--- src/rtl/adsr_enveloper_multi.sv ---
// Multi-channel gate-driven ADSR envelope generator with run-time rates and legato retrigger.
// Define ADSR_EXP_RELEASE_EN for an exponential release tail with a linear floor.
module adsr_enveloper_multi #(
  parameter int NUM_CH      = 4,
  parameter int VOLUME_BITS = 8,
  parameter int FRAC_BITS   = 8,
  parameter int RATE_BITS   = 16,
  parameter int TICK_DIV    = 256
) (
  input  logic                          mclk,
  input  logic                          rst,
  input  logic [NUM_CH-1:0]             gate,
  input  logic [RATE_BITS-1:0]          attack_rate,
  input  logic [RATE_BITS-1:0]          decay_rate,
  input  logic [VOLUME_BITS-1:0]        sustain_level,
  input  logic [RATE_BITS-1:0]          release_rate,
  output logic [NUM_CH*VOLUME_BITS-1:0] volume_out,
  output logic [NUM_CH-1:0]             active
);

  localparam int ACC_BITS = VOLUME_BITS + FRAC_BITS;
  localparam int EXT_BITS = ACC_BITS + 1;
  localparam int CNT_BITS = (TICK_DIV > 1) ? $clog2(TICK_DIV) : 1;
  localparam logic [EXT_BITS-1:0] MAXA = {1'b0, {ACC_BITS{1'b1}}};

  typedef enum logic [2:0] {
    ST_IDLE,
    ST_ATTACK,
    ST_DECAY,
    ST_SUSTAIN,
    ST_RELEASE
  } state_t;

  logic [CNT_BITS-1:0] r_presc;
  logic                w_tick;
  logic [NUM_CH-1:0]   r_gate_prev;
  logic [EXT_BITS-1:0] w_att_rate;
  logic [EXT_BITS-1:0] w_dec_rate;
  logic [EXT_BITS-1:0] w_rel_rate;
  logic [EXT_BITS-1:0] w_susa;

  assign w_tick = (r_presc == CNT_BITS'(TICK_DIV - 1));

  always_ff @(posedge mclk) begin
    if (rst) begin
      r_presc <= '0;
    end else if (w_tick) begin
      r_presc <= '0;
    end else begin
      r_presc <= r_presc + 1'b1;
    end
  end

  always_ff @(posedge mclk) begin
    if (rst) begin
      r_gate_prev <= '0;
    end else begin
      r_gate_prev <= gate;
    end
  end

  // One extra headroom bit so sums carry and differences borrow instead of wrapping.
  assign w_att_rate = EXT_BITS'(attack_rate);
  assign w_dec_rate = EXT_BITS'(decay_rate);
  assign w_rel_rate = EXT_BITS'(release_rate);
  assign w_susa     = {1'b0, sustain_level, {FRAC_BITS{1'b0}}};

  genvar gi;
  generate
    for (gi = 0; gi < NUM_CH; gi++) begin : g_ch
      state_t              r_state;
      state_t              w_state_next;
      logic [ACC_BITS-1:0] r_acc;
      logic [ACC_BITS-1:0] w_acc_next;
      logic                w_rise;
      logic                w_fall;
      logic                w_fall_live;
      logic [EXT_BITS-1:0] w_acc_ext;
      logic [EXT_BITS-1:0] w_att_sum;
      logic [EXT_BITS-1:0] w_dec_diff;
      logic [EXT_BITS-1:0] w_rel_step;
      logic [EXT_BITS-1:0] w_rel_diff;

      assign w_rise      = gate[gi] & ~r_gate_prev[gi];
      assign w_fall      = ~gate[gi] & r_gate_prev[gi];
      assign w_fall_live = w_fall & ((r_state == ST_ATTACK) ||
                                     (r_state == ST_DECAY) ||
                                     (r_state == ST_SUSTAIN));

      assign w_acc_ext  = {1'b0, r_acc};
      assign w_att_sum  = w_acc_ext + w_att_rate;
      assign w_dec_diff = w_acc_ext - w_dec_rate;

`ifdef ADSR_EXP_RELEASE_EN
      logic [EXT_BITS-1:0] w_acc_shr;
      assign w_acc_shr  = w_acc_ext >> 4;
      assign w_rel_step = (w_acc_shr > w_rel_rate) ? w_acc_shr : w_rel_rate;
`else
      assign w_rel_step = w_rel_rate;
`endif

      assign w_rel_diff = w_acc_ext - w_rel_step;

      always_ff @(posedge mclk) begin
        if (rst) begin
          r_state <= ST_IDLE;
          r_acc   <= '0;
        end else begin
          r_state <= w_state_next;
          r_acc   <= w_acc_next;
        end
      end

      // Edges only change state; the level keeps its value so retriggers do not click.
      always_comb begin
        w_state_next = r_state;
        w_acc_next   = r_acc;
        if (w_rise) begin
          w_state_next = ST_ATTACK;
        end else if (w_fall_live) begin
          w_state_next = ST_RELEASE;
        end else if (w_tick) begin
          case (r_state)
            ST_ATTACK: begin
              if ((attack_rate == '0) || (w_att_sum >= MAXA)) begin
                w_acc_next   = MAXA[ACC_BITS-1:0];
                w_state_next = ST_DECAY;
              end else begin
                w_acc_next = w_att_sum[ACC_BITS-1:0];
              end
            end
            ST_DECAY: begin
              if ((decay_rate == '0) || w_dec_diff[EXT_BITS-1] || (w_dec_diff <= w_susa)) begin
                w_acc_next   = w_susa[ACC_BITS-1:0];
                w_state_next = ST_SUSTAIN;
              end else begin
                w_acc_next = w_dec_diff[ACC_BITS-1:0];
              end
            end
            ST_SUSTAIN: begin
              w_acc_next = w_susa[ACC_BITS-1:0];
            end
            ST_RELEASE: begin
              if ((release_rate == '0) || w_rel_diff[EXT_BITS-1] || (w_rel_diff == '0)) begin
                w_acc_next   = '0;
                w_state_next = ST_IDLE;
              end else begin
                w_acc_next = w_rel_diff[ACC_BITS-1:0];
              end
            end
            default: begin
              w_acc_next = '0;
            end
          endcase
        end
      end

      assign volume_out[gi*VOLUME_BITS +: VOLUME_BITS] = r_acc[ACC_BITS-1:FRAC_BITS];
      assign active[gi] = (r_state != ST_IDLE);
    end
  endgenerate

endmodule

--- config.mk ---
export PLATFORM = sky130hd
export DESIGN_NAME = adsr_enveloper_multi
export DESIGN_NICKNAME = d
export VERILOG_FILES = /design/src/rtl/adsr_enveloper_multi.sv
export SDC_FILE = /design/constraint.sdc
export NUM_CORES = 1
export LEC_CHECK = 0
export ABC_AREA = 0
export ABC_CLOCK_PERIOD_IN_PS = 14500
export CORE_AREA = 2 2 163 285
export CTS_CLUSTER_SIZE = 25
export DETAILED_ROUTE_END_ITERATION = 12
export DIE_AREA = 0 0 165 287
export PLACE_DENSITY_LB_ADDON = 0.3
export SLEW_MARGIN = 20
export SYNTH_ARGS = -nofsm -noshare
export SYNTH_HDL_FRONTEND = slang
export SYNTH_SLANG_ARGS = --single-unit
--- constraint.sdc ---
create_clock -name mclk -period 14.5 [get_ports mclk]
set_input_delay 1.45 -clock mclk [delete_from_list [all_inputs] [get_ports mclk]]
set_output_delay 1.45 -clock mclk [all_outputs]
set_load 0.005 [all_outputs]
==> flow_summary.yaml <==
clocking:
  insertion_delay_ps: 390
  clock_sinks: 88
  post_cts_buffers: 0
  cts_resized: 0
  clkSlewWorstSetupHoldPaths_ps: 80
  clockBufferDepth: 2
  htree_levels: 3
  cts_tree: "done"
  hold_buffers: 0
  clockRootBuffer: "clkbuf_16"
  cts_buffers: 9
pwr:
  intPower_mw: 0.472
  seq_power_share_pct: 32.4
  ir_drop_uv: 57.1
  p_leak_nw: 7.20
  pwr-share-comb_pct: 33.8
  p_sw_share_pct: 38.3
  p_switching_mw: 0.293
  p_per_area_nw_per_um2: 44.1
  p_clk_share_pct: 33.8
sta:
  rsz0062_at_grt: "no"
  final.setup.tns_ps: 0
  skew_ps: 20.5
  fin_crit_sh_pct: 49.6
  hold_viol_final: 0
  max_slew_margin_pct: 32.6
  worst_pin_slew_ps: 1000
  period_needed_ps: 7190
  clock.fmax_ghz: 0.139
  finalSetupViolations: 0
  slew_viol_final: 0
setup_path:
  worst_r2r_endpoint: "g_ch[0].r_acc[13]"
  endpoint: "g_ch[0].r_acc[13]"
  worstPathRequired_ps: 14790
  path_class: "input pin to flop"
  r2r_slack_ps: 8830
  cp_max_fo: 8
  timing.rr.start: "g_ch[0].r_acc[5]"
  start_kind: "input pin"
  critPathCaptureType: "flop"
  worstPathArrival_ps: 7480
  ff2ff_path_depth: 19
  setup.worst_path.start: "decay_rate[1]"
synthesis:
  ys_types: 95
  synthesis.area_sq_um: 15600
  synth.most_common_cell: "ha_1"
  yosysSeqAreaShare_pct: 11.3
  avgSynthCellArea_sq_um: 7.58
  synthTopCellsByArea: "ha_1 (18%), dfxtp_1 (11%), o21ai_0 (5.3%)"
  async_flop_share_pct: 0
  synth_cells: 2064
  synth_flop_cell: "dfxtp_1"
  yosysTopAreaCell: "ha_1"
  synth-seq-cells: 88
  synth_edf_count: 0
  syn_nets: 2363
  yosys-top-cells-count: "ha_1 (225), o21ai_0 (165), nor2_1 (149)"
  synth_top_area_share_pct: 18.0
  yosysWarnings: 0
drt:
  dr_total_vias: 17200
  routed_wl_microns: 68700
  first_pass_iters: 6
  wire_per_inst_microns: 25.5
  ant_nets: 0
  via_per_inst: 6.38
  drt_iter0_drc: 1529
  drc: 0
floorplan:
  design.core.area_sq_um: 45000
  io_pins: 98
  dieWidth_microns: 165
  die_y_microns: 287
  start_util_pct: 34.8
  num_rows: 103
  die_area_sq_um: 47400
run_status:
  outcome: "complete, no violations"
final_layout:
  synthToLayoutAreaGrowth_pct: 10.8
  final_cell_count_no_fill: 2693
  multi_input_area_sq_um: 13000
  fin_nets: 2409
  fillCellCount: 4618
  final_util_pct: 38.5
  regArea_sq_um: 1760
  drive_above_1_share_pct: 3.92
global_routing:
  grt_overflow: 0
  grt_use_total_pct: 28.5
  first_global_vias: 16900
  antenna_found_initial: 1
  grt_pass1_wl_microns: 100000
  grt_max_degree: 53
flow_run:
  maxCapViolations: 0
placement:
  dp_hpwl_microns: 54900
  place_congestion: 0.973
  io_buffers: 97
  dp.cells: 2676
min_path:
  hold_class: "flop to flop"
logic make-up (layout without fill, tap and decap cells):
group                    count (synthesis)  count (layout)  synth area share (%)
AO/OA/AOI/OAI                          768             768                  34.1
AND/OR/NAND/NOR                        628             628                  20.7
adder cells (fa/ha/maj)                238             238                  19.6
buffers and inverters                  185             236                  5.38
XOR/XNOR                               137             137                  7.67
flip-flops                              88              88                  11.3
multiplexers                            20              20                  1.31
other                                    0               1                     0
layer usage:
| layer | part of all wire, % | vias to the layer above | routed length, microns | global-route usage (%) |
|---|---|---|---|---|
| li1 | - | 8027 | - | - |
| met5 | 0 | - | 0 | 0 |
| met2 | 47 | 743 | 32300 | 48.2 |
| met4 | 9.9 | 0 | 6800 | 24.2 |
| met3 | 6.1 | 236 | 4200 | 3.23 |
| met1 | 37 | 8165 | 25400 | 31.3 |
layout by cell type, fill, tap and decap left out, types with 10 or more instances in the layout:
master and n:
ha_1 225, o21ai_0 165, nor2_1 149, a21oi_1 143
nand2_1 125, inv_1 106, clkdlybuf4s50_1 96, dfxtp_1 88
xnor2_1 76, xor2_1 61, nor3_1 59, a21o_1 56
o21a_1 56, nor2b_1 45, nand3_1 42, a211oi_1 38
nand2b_1 34, a221oi_1 33, a31oi_1 30, nor4_1 29
or3_1 28, o211ai_1 28, and3_1 20, nand4_1 18
or2_2 18, buf_4 17, o21bai_1 16, mux2i_1 16
a211o_1 14, a221o_1 14, o31ai_1 12, fa_1 12
a2111oi_0 11, a311oi_1 11, a22o_1 11, nand3b_1 10
o31a_1 10, a22oi_1 10, a222oi_1 10
sequential cells by signal, summed over array words and instances, names as in the netlist:
register,cells
r_presc,8
g_ch.r_state,12
r_gate_prev,4
g_ch.r_acc,64
critical path: stages:
cell and delay, ps:
clkdlybuf4s50_1 420, inv_1 530, ha_1 340, nor2b_1 150, o2111ai_1 300, a311oi_1 200
o41ai_1 520, o21ai_0 300, a21o_1 230, a21oi_1 180, xnor2_1 140, ha_1 310
nand2_1 90, nor4_1 420, o21ai_0 150, nor4_1 460, a211o_1 350, nor2_1 160
nor2_1 330, a222oi_1 170, a311oi_1 280
worst min path at each step:
stage               start         end  cells past startpoint
6_report       r_presc[0]  r_presc[0]                      1
5_1_grt        r_presc[0]  r_presc[0]                      1
4_1_cts        r_presc[0]  r_presc[0]                      1
3_5_place_dp   r_presc[0]  r_presc[0]                      1
3_3_place_gp   r_presc[0]  r_presc[0]                      1
2_1_floorplan  r_presc[0]  r_presc[0]                      1
metrics by stage:
step	area (sq um)	total power [mW]	worst slack [ps]	hold WS (ps)
3_5_place_dp	17000	0.504	6970	476
6_report	17300	0.765	7310	493
5_1_grt	17300	0.791	7060	524
2_1_floorplan	15600	0.402	8720	456
3_3_place_gp	17000	0.502	7030	477
4_1_cts	17300	0.760	7360	490
power groups by stage:
stage	Clock (mW)	Sequential [mW]	Combinational (mW)
floorplan	0	0.252	0.150
global placement	0	0.253	0.249
detailed placement	0	0.253	0.251
CTS	0.260	0.247	0.253
global route	0.267	0.248	0.276
finish	0.259	0.248	0.258
area by class of cell:
type | instances | area share (%)
inverter | 106 | 2.30
multi-input combinational | 1791 | 75.3
sequential | 88 | 10.2
clock inverter | 7 | 0.448
antenna | 1 | 0.0144
timing repair buffer | 114 | 6.31
tap | 577 | 4.17
clock buffer | 9 | 1.30
Note: power is estimated with default switching activity, not from simulation.
